===== src/rtl/hd44780_sequencer.sv =====
// Command/data scheduler in front of hd44780_controller: FIFO-buffers host writes,
// issues them over the STB/busy handshake and tracks the cursor with auto line wrap.
module hd44780_sequencer #(
  parameter int DEPTH_LOG2  = 4,
  parameter int COLS        = 16,
  parameter int ACK_TIMEOUT = 15,
  parameter bit AUTO_WRAP   = 1'b1
) (
  input  logic                CLK_I,
  input  logic                RST_I,
  input  logic                STB_I,
  input  logic                i_rs,
  input  logic [7:0]          i_data,
  output logic                o_full,
  output logic                o_empty,
  output logic [DEPTH_LOG2:0] o_count,
  output logic                o_overflow,
  output logic                o_err,
  output logic                o_cont_stb,
  output logic                o_cont_rs,
  output logic [7:0]          o_cont_data,
  input  logic                i_cont_busy,
  output logic [3:0]          o_col,
  output logic                o_row
);

  localparam int unsigned DEPTH = 1 << DEPTH_LOG2;
  localparam int TW = (ACK_TIMEOUT < 1) ? 1 : $clog2(ACK_TIMEOUT + 1);
  localparam logic [3:0]    COL_MAX = 4'(COLS - 1);
  localparam logic [TW-1:0] TO_LAST = TW'(ACK_TIMEOUT - 1);

  localparam logic [2:0] S_IDLE      = 3'd0;
  localparam logic [2:0] S_ISSUE     = 3'd1;
  localparam logic [2:0] S_WAIT_ACK  = 3'd2;
  localparam logic [2:0] S_WAIT_DONE = 3'd3;
  localparam logic [2:0] S_WRAP      = 3'd4;

  typedef struct packed {
    logic       rs;
    logic [7:0] data;
  } entry_t;

  entry_t                r_mem [DEPTH];
  logic [DEPTH_LOG2-1:0] r_wptr, r_rptr;
  logic [DEPTH_LOG2:0]   r_count;
  logic [2:0]            r_state;
  logic [TW-1:0]         r_to_cnt;
  logic                  r_ovf, r_err, r_is_wrap;
  logic                  r_cont_rs;
  logic [7:0]            r_cont_data;
  logic [3:0]            r_col;
  logic                  r_row;

  logic       w_push, w_pop, w_to_hit, w_done, w_wrap_req;
  logic [2:0] w_state_nxt;
  logic [3:0] w_col_nxt, w_data_col;
  logic       w_row_nxt;
  entry_t     w_head;

  // Count MSB is set only at exactly DEPTH entries.
  assign o_full      = r_count[DEPTH_LOG2];
  assign o_empty     = (r_count == '0);
  assign o_count     = r_count;
  assign o_overflow  = r_ovf;
  assign o_err       = r_err;
  assign o_cont_stb  = (r_state == S_ISSUE) || (r_state == S_WRAP);
  assign o_cont_rs   = r_cont_rs;
  assign o_cont_data = r_cont_data;
  assign o_col       = r_col;
  assign o_row       = r_row;

  assign w_push   = STB_I && !o_full;
  assign w_pop    = (r_state == S_ISSUE);
  assign w_head   = r_mem[r_rptr];
  assign w_to_hit = (r_state == S_WAIT_ACK) && !i_cont_busy && (r_to_cnt == TO_LAST);
  assign w_done   = (r_state == S_WAIT_DONE) && !i_cont_busy;

  always_ff @(posedge CLK_I) begin
    if (w_push) r_mem[r_wptr] <= entry_t'({i_rs, i_data});
  end

  assign w_data_col = (r_cont_data[3:0] > COL_MAX) ? COL_MAX : r_cont_data[3:0];

  // Cursor effect of the entry just completed; a wrap command never moves it again.
  always_comb begin
    w_col_nxt  = r_col;
    w_row_nxt  = r_row;
    w_wrap_req = 1'b0;
    if (r_cont_rs) begin
      if (r_col == COL_MAX) begin
        w_col_nxt  = 4'd0;
        w_row_nxt  = ~r_row;
        w_wrap_req = AUTO_WRAP && !r_is_wrap;
      end else begin
        w_col_nxt = r_col + 4'd1;
      end
    end else if (r_cont_data == 8'h01 || r_cont_data == 8'h02) begin
      w_col_nxt = 4'd0;
      w_row_nxt = 1'b0;
    end else if (r_cont_data[7]) begin
      w_col_nxt = w_data_col;
      w_row_nxt = r_cont_data[6];
    end
  end

  always_comb begin
    w_state_nxt = r_state;
    case (r_state)
      S_IDLE:      if (!o_empty && !i_cont_busy) w_state_nxt = S_ISSUE;
      S_ISSUE:     w_state_nxt = S_WAIT_ACK;
      S_WAIT_ACK:  if (i_cont_busy) w_state_nxt = S_WAIT_DONE;
                   else if (w_to_hit) w_state_nxt = S_IDLE;
      S_WAIT_DONE: if (!i_cont_busy) w_state_nxt = w_wrap_req ? S_WRAP : S_IDLE;
      S_WRAP:      w_state_nxt = S_WAIT_ACK;
      default:     w_state_nxt = S_IDLE;
    endcase
  end

  always_ff @(posedge CLK_I or negedge RST_I) begin
    if (!RST_I) begin
      r_state     <= S_IDLE;
      r_wptr      <= '0;
      r_rptr      <= '0;
      r_count     <= '0;
      r_to_cnt    <= '0;
      r_ovf       <= 1'b0;
      r_err       <= 1'b0;
      r_is_wrap   <= 1'b0;
      r_cont_rs   <= 1'b0;
      r_cont_data <= 8'h00;
      r_col       <= 4'd0;
      r_row       <= 1'b0;
    end else begin
      r_state <= w_state_nxt;
      if (w_push) r_wptr <= r_wptr + DEPTH_LOG2'(1);
      if (w_pop)  r_rptr <= r_rptr + DEPTH_LOG2'(1);
      if (w_push && !w_pop)      r_count <= r_count + (DEPTH_LOG2+1)'(1);
      else if (!w_push && w_pop) r_count <= r_count - (DEPTH_LOG2+1)'(1);
      if (STB_I && o_full) r_ovf <= 1'b1;
      if (w_to_hit)        r_err <= 1'b1;

      if (w_state_nxt == S_WAIT_ACK && r_state != S_WAIT_ACK) r_to_cnt <= '0;
      else if (r_state == S_WAIT_ACK && !i_cont_busy)         r_to_cnt <= r_to_cnt + TW'(1);

      if (r_state == S_IDLE && w_state_nxt == S_ISSUE) begin
        r_cont_rs   <= w_head.rs;
        r_cont_data <= w_head.data;
        r_is_wrap   <= 1'b0;
      end

      if (w_done) begin
        if (!r_is_wrap) begin
          r_col <= w_col_nxt;
          r_row <= w_row_nxt;
        end
        if (w_wrap_req) begin
          r_cont_rs   <= 1'b0;
          r_cont_data <= {1'b1, w_row_nxt, 6'b0};
          r_is_wrap   <= 1'b1;
        end
      end
    end
  end

endmodule


===== config.mk =====
export PLATFORM = sky130hd
export DESIGN_NAME = hd44780_sequencer
export DESIGN_NICKNAME = d
export VERILOG_FILES = /design/src/rtl/hd44780_sequencer.sv
export SDC_FILE = /design/constraint.sdc
export NUM_CORES = 1
export LEC_CHECK = 0
export CORE_ASPECT_RATIO = 0.7
export CORE_MARGIN = 5
export CORE_UTILIZATION = 30
export DETAILED_ROUTE_END_ITERATION = 12
export SLEW_MARGIN = 25
export SYNTH_ARGS = -nofsm -noshare
export SYNTH_HDL_FRONTEND = slang
export SYNTH_SLANG_ARGS = --single-unit

===== constraint.sdc =====
create_clock -name CLK_I -period 2.95 [get_ports CLK_I]
set_input_delay 0.59 -clock CLK_I [delete_from_list [all_inputs] [get_ports CLK_I]]
set_output_delay 0.59 -clock CLK_I [all_outputs]
set_load 0.01 [all_outputs]

==> Yosys cells after proc, flatten, opt, wreduce, memory -nomap -nowiden <==
Memories as Yosys holds them, arrays and structs flattened.
Index checks and enable logic that the tools add are counted.
{ "op_classes": {"n_lt_le_gt_ge": 1, "n_mux": 32, "n_shift": 0, "n_mul": 0, "n_eq_ne": 11, "n_reduce_logical": 26, "bitwise_logic": 2, "div_mod_pow": 0, "n_addsub": 6} }
{ "ops": {"columns": ["op", "n"], "rows": [
  ["two-way mux 4 bit", 7],
  ["two-way mux 8 bit", 3],
  ["adder 4 x 1 -> 4 bit, second input constant", 4],
  ["two-way mux 3 bit", 5],
  ["two-way mux 1 bit", 14],
  ["case mux 3 bit (4 select lines)", 1],
  ["logical AND 1 bit", 10],
  ["two-way mux 5 bit", 2],
  ["equality test 3 x 2 -> 1 bit, second input constant", 3],
  ["equality test 4 bit, second input constant", 2],
  ["equality test 8 x 1 -> 1 bit, second input constant", 1],
  ["equality test 8 x 2 -> 1 bit, second input constant", 1],
  ["equality test 3 x 1 -> 1 bit, second input constant", 2],
  ["zero test 1 bit", 6],
  ["adder 5 x 1 -> 5 bit, second input constant", 1],
  ["zero test 5 bit", 1],
  ["subtractor 5 x 1 -> 5 bit, second input constant", 1],
  ["> comparator 4 bit, second input constant", 1],
  ["nonzero test 2 bit", 2],
  ["equality test 3 bit, second input constant", 1],
  ["zero test 3 bit", 1],
  ["!= test 3 x 2 -> 1 bit, second input constant", 1],
  ["AND reduction 3 bit", 1],
  ["nonzero test 3 bit", 1],
  ["4 further kinds", 6]
]} }
{ "totals": {"romBits": 0, "output_inout_bits": 24, "mem_bits_rw": 144, "latchBits": 0, "memories": 1, "wordCells": 91, "register_bits": 37, "input_bits": 13} }
{ "mem_list": {"columns": ["name", "words", "width", "rd", "rd_ports_with_merged_regs", "write_ports", "line_no", "text"], "rows": [
  ["r_mem", 16, 9, 1, 0, 1, "43", "entry_t r_mem [DEPTH];"]
]} }

==> Longest topological paths before layout <==
Gate-level depths: netlist of the first run.
{ "depth": {"word_depth": 11, "depth_mapped": 11, "ltp_nobuf": 11} }

==> Worst setup path before layout of the first run <==
Ideal clock, no wire load.
{ "synth_path": {"kind": "input -> register", "from": "in STB_I", "to": "reg r_count[4], in the netlist o_count[4]", "stages": 10, "path_buffers": 1, "required_time_ps": 2820, "setup_ps": 130, "setup_slack_ps": 524, "arrival_time_ps": 2297, "cell_sequence": "nor2b_1 clkbuf_1 ha_1 inv_1 fa_1 a21o_1 a21oi_1 xnor2_1 nor2_1 xor2_1"} }
{ "synth_between": {"elab_chain_cells": 4, "elab_cells_between_ends": 6, "cone_classes": "mux (1); reduce/logical (5)"} }
{ "synth_rtl": {"columns": ["item", "line_no", "text"], "rows": [
  ["start: declaration", "11", "input logic STB_I,"],
  ["logical AND 1 bit *", "72", "assign w_push = STB_I && !o_full;"],
  ["via w_push", "54", "logic w_push, w_pop, w_to_hit, w_done, w_wrap_req;"],
  ["zero test 1 bit", "138", "else if (!w_push && w_pop) r_count <= r_count - (DEPTH_LOG2+1)'(1);"],
  ["logical AND 1 bit", "138", null],
  ["nonzero test 2 bit (no source line)", null, null],
  ["end signal: assignment", "137", "if (w_push && !w_pop) r_count <= r_count + (DEPTH_LOG2+1)'(1);"],
  ["end signal: assignment", "138", null],
  ["end: declaration", "45", "logic [DEPTH_LOG2:0] r_count;"]
]} }
Mark *: on every way through the listed nets, which the timed path passes. The rest lies on a longest branch.
A chain may end at the register's enable or synchronous reset.

==> Worst setup path after layout of the first run <==
{ "layout_path": {"from": "reg r_count[0], in the netlist o_count[0]", "to": "out o_empty"} }
{ "layout_between": {"elab_chain_cells": 1} }
{ "layout_rtl": {"columns": ["item", "line_no", "text"], "rows": [
  ["zero test 5 bit", "62", "assign o_empty = (r_count == '0);"],
  ["end: declaration", "15", "output logic o_empty,"]
]} }
No other way between the ends.

==> impl_metrics.yaml, run 1 <==
clock_tree:
  cts.sinks: 181
  htreeDepth: 4
  tritoncts.num_buffers: 17
  clk_pin_slew_ns: 0.08
  post-cts-setup-buffers: 0
  cts_max_path_buffers: 2
  clk_latency_ns: 0.43
  tritoncts: "yes"
  ctsRootBufferMaster: "sky130_fd_sc_hd__clkbuf_16"
yosys:
  synth_fa_ha_area_share_pct: 2.30
  synth-seq-area-share_pct: 70.8
  yosysUniqueCellTypes: 50
  simple_gate_share_of_the_synthesized_area_pct: 5.22
  synth_compound_gate_area_share_pct: 6.13
  synth_xor_area_share_pct: 1.77
  dominant_combinational_cell_family_by_area_after_synthesis: "multiplexers"
  syn_avg_cell_area_um2: 17.7
  flip_flop_cell_with_the_highest_count_after_synthesis: "sky130_fd_sc_hd__edfxtp_1"
  synth.area.top_cells: "sky130_fd_sc_hd__edfxtp_1 58%, sky130_fd_sc_hd__dfrtp_1 12%, sky130_fd_sc_hd__mux4_2 11%, sky130_fd_sc_hd__ha_1 2.0%, sky130_fd_sc_hd__and2_1 1.4%"
  ys_warn_count: 0
  synth_edf_count: 144
  synth_fp_nets: 444
  synth.ff_latch_count: 181
  postSynth.asyncResetShare_pct: 20.4
  netlist_area_before_placement_mm2: 0.00741
  syn-instance-count: 418
  synth.largest_area_cell: "sky130_fd_sc_hd__edfxtp_1"
  synthMuxAreaShare_pct: 11.8
  netlist.area_leader.share_pct: 58.3
run:
  maxCapViolations: 0
timing:
  fin_crit_sh_pct: 95.7
  maximum_clock_skew_at_final_layout_ns: 0.0115
  relative_slew_margins_pct: 42.2
  maxClockFrequency_ghz: 0.354
  finalMaxSlewViolations: 0
  totalNegativeSetupSlack_ns: 0
  setup_repair_after_global_routing_missed_its_margin: "false"
  worstMarginPinSlew_ns: 0.867
  final-hold-violation-count: 0
  setup-violations-final: 0
  setup_slack_ns: 0.127
  layout_min_cycle_time_ns: 2.82
detailed_routing:
  wl_per_cell_um: 19.4
  detail_route.iter0.violations: 388
  wirelength_mm: 15.7
  num_vias: 3934
  firstDrtPassIters: 5
  vias_per_std_cell: 4.84
  drt.antenna.violating_nets: 0
  post-route-drc-count: 0
cells_and_area:
  finalNetCount: 501
  fillerInstances: 2271
  syn_to_final_growth_pct: 20.4
  n_antenna_cell: 0
  drive_above_1_share_pct: 22.3
pwr:
  vdd_drop_max_mv: 0.524
  leakagePower_nw: 3.09
  power.density_cell_area_mw_per_mm2: 949
  post-layout-total-power_mw: 8.47
worst_setup_path:
  path_cells: "or4_1, nor2_2, clkdlybuf4s50_1"
  crit_fanout: 5
  worst_r2r_startpoint: "r_state[1]"
  crit_arrival_ns: 2.23
  worst_path_max_delay_cell: "sky130_fd_sc_hd__clkdlybuf4s50_1"
  endpoint_kind: "output port"
  worst_path_largest_cell_delay_ns: 0.58
  crit_type: "reg -> out"
  critPathLaunchType: "flop"
  critPathRequiredTime_ns: 2.36
  critical_path.startpoint: "o_count[0]"
die:
  initial_utilization_pct: 30.2
  die_area_mm2: 0.0280
  num_io_pins: 37
  coreArea_mm2: 0.0245
  die_w_um: 198
  core.rowCount: 48
  die_height_um: 142
placed_design:
  place_ws_ns: 0.133
  place.port_buffers: 36
  globalplace.congestion: 0.744
  place.detailed.hpwl_mm: 10.4
worst_hold_path:
  hold_path.class: "in -> async"
global_route:
  first_pass_grt_wire_length_mm: 24.6
  grt_max_degree: 38
  groute.usage.overall_pct: 11.6
  grt_antenna_before_repair: 0
  globalRouteOverflowTotal: 0
  first_global_vias: 4200
status:
  outcome: "finished, final reports clean"
-- cells in the mapped netlist, drive strengths merged (2+ instances only) --
cell type	n
nor2	17
nand3	4
inv	13
a21o	4
nor2b	3
a31o	6
nand4	4
ha	12
xor2	5
a21oi	14
and2	17
mux4	37
dfrtp	37
and3	3
o21ai	12
xnor2	10
o311ai	2
edfxtp	144
a22oi	14
mux2	3
buf	9
or4	3
nand2	14
clkbuf	11
-- worst max-delay path, delay by kind of cell, from the launching register on --
kind	cells	cell delay [ns]
buffers and inverters	1	0.58
DFF	1	0.46
and+or+nand+nor	2	0.76
-- area by class of cell --
| type | instances | area, µm² | area share [%] |
|---|---|---|---|
| Sequential cell | 181 | 5250 | 58.9 |
| Multi-Input combinational cell | 204 | 2020 | 22.7 |
| Timing Repair Buffer | 58 | 571 | 6.39 |
| Clock buffer | 17 | 425 | 4.77 |
| Tap cell | 325 | 407 | 4.56 |
| Clock inverter | 15 | 198 | 2.22 |
| Inverter | 13 | 48.8 | 0.547 |
-- state kept, by name (all words and copies together) (netlist names), 3 cells and up --
name	count
r_to_cnt	4
o_count	5
r_state	3
o_cont_data	8
r_mem	144
o_col	4
r_rptr	4
r_wptr	4
-- stage by stage --
step | instance area (µm²) | util (%) | instances | hold slack (ns)
6_report | 8920 | 36.4 | 813 | 0.268
2_1_floorplan | 7410 | - | 418 | 0.294
5_1_grt | 8920 | 36.4 | 813 | 0.343
4_1_cts | 8920 | 36.4 | 813 | 0.292
3_5_place_dp | 8300 | 33.9 | 781 | 0.451
3_3_place_gp | 8300 | 33.9 | 781 | 0.441
-- power by group --
part	internal, mW	switching (mW)	leakage [nW]
sequential	3.10	0.419	1.74
combinational	1.36	1.23	1.04
clock	1.24	1.12	0.306
total	5.70	2.77	3.09
-- routing by layer --
metal | GRT usage [%] | wire length, µm
met5 | 0 | 0
met1 | 16.8 | 7470
met3 | 3.06 | 663
met2 | 17.9 | 7520
met4 | 2.39 | 81
-- path summary, 6_finish.rpt --
kind	cells past startpoint	to	slack [ns]
max	3	o_empty	0.13
min	1	o_count[0]	0.27
max reg2reg	11	o_count[4]	0.55
min reg2reg	1	o_overflow	0.47
max in group asynchronous	1	r_rptr[0]	2.07
min in group CLK_I	1	o_overflow	0.47
-- cell families after synthesis --
logic type                 count (synthesis)
buffers and inverters                     33
AOI/OAI and AO/OA                         63
xor gates and xnor gates                  15
DFF                                      181
adders and majority gates                 13
and+or+nand+nor                           72
muxes                                     41
-- placed cells by master (no fill, tap or decap), types with 5 or more instances in the layout --
cell type and n:
sky130_fd_sc_hd__buf_4 18, sky130_fd_sc_hd__inv_1 13, sky130_fd_sc_hd__mux4_2 37, sky130_fd_sc_hd__o21ai_0 11
sky130_fd_sc_hd__dfrtp_1 36, sky130_fd_sc_hd__clkdlybuf4s50_1 35, sky130_fd_sc_hd__xnor2_1 10, sky130_fd_sc_hd__a21oi_1 14
sky130_fd_sc_hd__xor2_1 5, sky130_fd_sc_hd__inv_8 6, sky130_fd_sc_hd__a31o_2 6, sky130_fd_sc_hd__nand2_1 14
sky130_fd_sc_hd__and2_1 17, sky130_fd_sc_hd__a22oi_1 14, sky130_fd_sc_hd__ha_1 12, sky130_fd_sc_hd__clkbuf_16 17
sky130_fd_sc_hd__edfxtp_1 144, sky130_fd_sc_hd__nor2_1 16
-- what timing repair did --
item,in CTS,in global routing
hold buffers,0,0
endpoints found under the setup margin,0,1
resized for setup,0,1
Power figures use the tool's default switching activity.
==> run 2: changes to the inputs <==
--- a/config.mk
+++ b/config.mk
@@ -9,6 +9,7 @@
 export CORE_MARGIN = 5
 export CORE_UTILIZATION = 30
 export DETAILED_ROUTE_END_ITERATION = 12
+export GPL_ROUTABILITY_DRIVEN = 0
 export SLEW_MARGIN = 25
 export SYNTH_ARGS = -nofsm -noshare
 export SYNTH_HDL_FRONTEND = slang
==> results of run 2 <==
Final layout, timing and power as in run 1 (identical DEF).
==> run 3: changes to the inputs <==
--- a/config.mk
+++ b/config.mk
@@ -6,10 +6,11 @@
 export NUM_CORES = 1
 export LEC_CHECK = 0
 export CORE_ASPECT_RATIO = 0.7
-export CORE_MARGIN = 5
+export CORE_MARGIN = 2
 export CORE_UTILIZATION = 30
 export DETAILED_ROUTE_END_ITERATION = 12
 export GPL_ROUTABILITY_DRIVEN = 0
+export HOLD_SLACK_MARGIN = 0.03
 export SLEW_MARGIN = 25
 export SYNTH_ARGS = -nofsm -noshare
 export SYNTH_HDL_FRONTEND = slang
==> run 3 against run 2 <==
Compared with the run above:
- utilization fell by 0.20 points
- global-route usage rose by 1.4 points
- first-iteration DRC count fell by 1.5%
- register-to-register slack got worse by 0.02 ns
- clock power fell by 8%
- largest power group unchanged
- routed wire length rose by 1.6%
- critical path type unchanged
- hold slack improved by 0.012 ns
- final area fell by 0.80%
- die area fell by 7.1%
- sequential share of layout area rose by 0.47 points
==> impl_metrics.yaml, run 3 (synthesized netlist as in run 1, its figures left out) <==
pwr:
  power.combinational.fraction_pct: 31.3
  power_switching_share_pct: 31.4
  vdd_drop_max_mv: 0.472
  seq_power_share_pct: 42.4
  leakagePower_nw: 3.06
  power.internal_mw: 5.69
  p_clk_share_pct: 26.3
  p_sw_mw: 2.61
  power.density_cell_area_mw_per_mm2: 938
cells_and_area:
  regArea_mm2: 0.00525
  fillerInstances: 2260
  finalNetCount: 501
  final_cell_count_no_fill: 813
  layout_commonest_cell: "sky130_fd_sc_hd__edfxtp_1"
  mostFrequentLayoutCells: "144 x sky130_fd_sc_hd__edfxtp_1, 37 x sky130_fd_sc_hd__mux4_2, 36 x sky130_fd_sc_hd__dfrtp_1"
  syn_to_final_growth_pct: 19.4
  finalCoreUtilization_pct: 36.2
  n_antenna_cell: 0
  regMostFlops: "r_mem"
  drive_above_1_share_pct: 21.7
  largest_register_ffs: 144
  multi_input_area_mm2: 0.00202
timing:
  finalMaxSlewViolations: 0
  final-hold-violation-count: 0
  setup_repair_after_global_routing_missed_its_margin: "false"
  maximum_clock_skew_at_final_layout_ns: 0.0101
  relative_slew_margins_pct: 42.3
  layout_min_cycle_time_ns: 2.82
  setup_slack_ns: 0.131
  worstMarginPinSlew_ns: 0.865
  fin_crit_sh_pct: 95.6
  totalNegativeSetupSlack_ns: 0
  setup-violations-final: 0
  fin_worst_hold_slack_ns: 0.280
  maxClockFrequency_ghz: 0.355
die:
  core.rowCount: 48
  die_area_mm2: 0.0260
  coreArea_mm2: 0.0244
  die_w_um: 192
  initial_utilization_pct: 30.3
  die_height_um: 136
  num_io_pins: 37
clock_tree:
  post-cts-setup-buffers: 0
  clk_latency_ns: 0.42
  cts.sinks: 181
  tritoncts.num_buffers: 17
  post_cts_resized: 0
  cts_max_path_buffers: 2
  clk_pin_slew_ns: 0.06
  htreeDepth: 4
  tritoncts: "yes"
  ctsRootBufferMaster: "sky130_fd_sc_hd__clkbuf_16"
  cts.hold.buffers_added: 0
placed_design:
  dp_cells: 781
  place.detailed.hpwl_mm: 10.4
  place.port_buffers: 36
  place_ws_ns: 0.107
detailed_routing:
  drt.antenna.violating_nets: 0
  wirelength_mm: 16.0
  firstDrtPassIters: 4
  num_vias: 3957
  vias_per_std_cell: 4.87
  detail_route.iter0.violations: 382
  post-route-drc-count: 0
  wl_per_cell_um: 19.7
global_route:
  first_pass_grt_wire_length_mm: 24.7
  grt_antenna_before_repair: 0
  globalRouteOverflowTotal: 0
  groute.usage.overall_pct: 13.1
  first_global_vias: 4107
  grt_max_degree: 38
worst_setup_path:
  path_cells: "or4_1, nor2_2, clkdlybuf4s50_1"
  cp.buffers_inverters: 1
  timing.critical_path.max_delay_family: "simple AND/OR/NAND/NOR gates"
  worst_path_max_delay_cell: "sky130_fd_sc_hd__clkdlybuf4s50_1"
  worst_path_largest_cell_delay_ns: 0.58
  endpoint_kind: "output port"
  crit_fanout: 5
  critPathLaunchType: "flop"
  crit_type: "reg -> out"
  crit_arrival_ns: 2.23
  critPathRequiredTime_ns: 2.36
run:
  maxCapViolations: 0
status:
  outcome: "finished, final reports clean"
worst_hold_path:
  hold_path.class: "in -> async"
[run 3: cell count changes in the layout (fill, tap and decap cells not counted), sizes merged]
| cell | before | now |
|---|---|---|
| clkinv | 4 | 6 |
| clkbuf | 17 | 24 |
| inv | 23 | 15 |
| bufinv | 1 | 0 |
[run 3: final timing paths]
path / slack [ns] / end / from / cells past startpoint
max in group asynchronous: 2.07 / r_rptr[0] / RST_I / 1
worst max-delay path: 0.13 / o_empty / o_count[0] / 3
worst min register to register: 0.46 / o_overflow / o_overflow / 1
worst max register to register: 0.53 / o_count[4] / r_state[1] / 11
worst min-delay path: 0.28 / o_count[0] / RST_I / 1
min in group CLK_I: 0.46 / o_overflow / o_overflow / 1
[run 3: per-stage QoR]
| stage | instance area (µm²) | total power, mW |
|---|---|---|
| 5_1_grt | 8850 | 8.77 |
| 6_report | 8850 | 8.30 |
| 2_1_floorplan | 7410 | 5.23 |
| 3_3_place_gp | 8270 | 6.11 |
| 3_5_place_dp | 8270 | 6.20 |
| 4_1_cts | 8850 | 8.39 |
[run 3: power by group through the flow]
stage / logic [mW] / registers (mW) / clock network (mW)
finish: 2.60 / 3.52 / 2.18
global route: 2.85 / 3.58 / 2.34
CTS: 2.64 / 3.52 / 2.24
detailed placement: 2.63 / 3.57 / 0
global placement: 2.56 / 3.54 / 0
floorplan: 1.80 / 3.43 / 0
[run 3: layer usage]
layer	global-route usage, %	up-vias	routed length, µm
met5	0	-	0
met4	3.97	0	132
met3	2.75	12	776
met2	19.7	103	7420
met1	19.0	2083	7660
li1	-	1759	-
[run 3: cell type report]
cell class | count | area share (%)
multi-input combinational | 204 | 22.8
sequential | 181 | 59.3
tap | 325 | 4.59
clock inverter | 8 | 0.707
clock buffer | 24 | 5.81
timing repair buffer | 58 | 6.16
inverter | 13 | 0.551
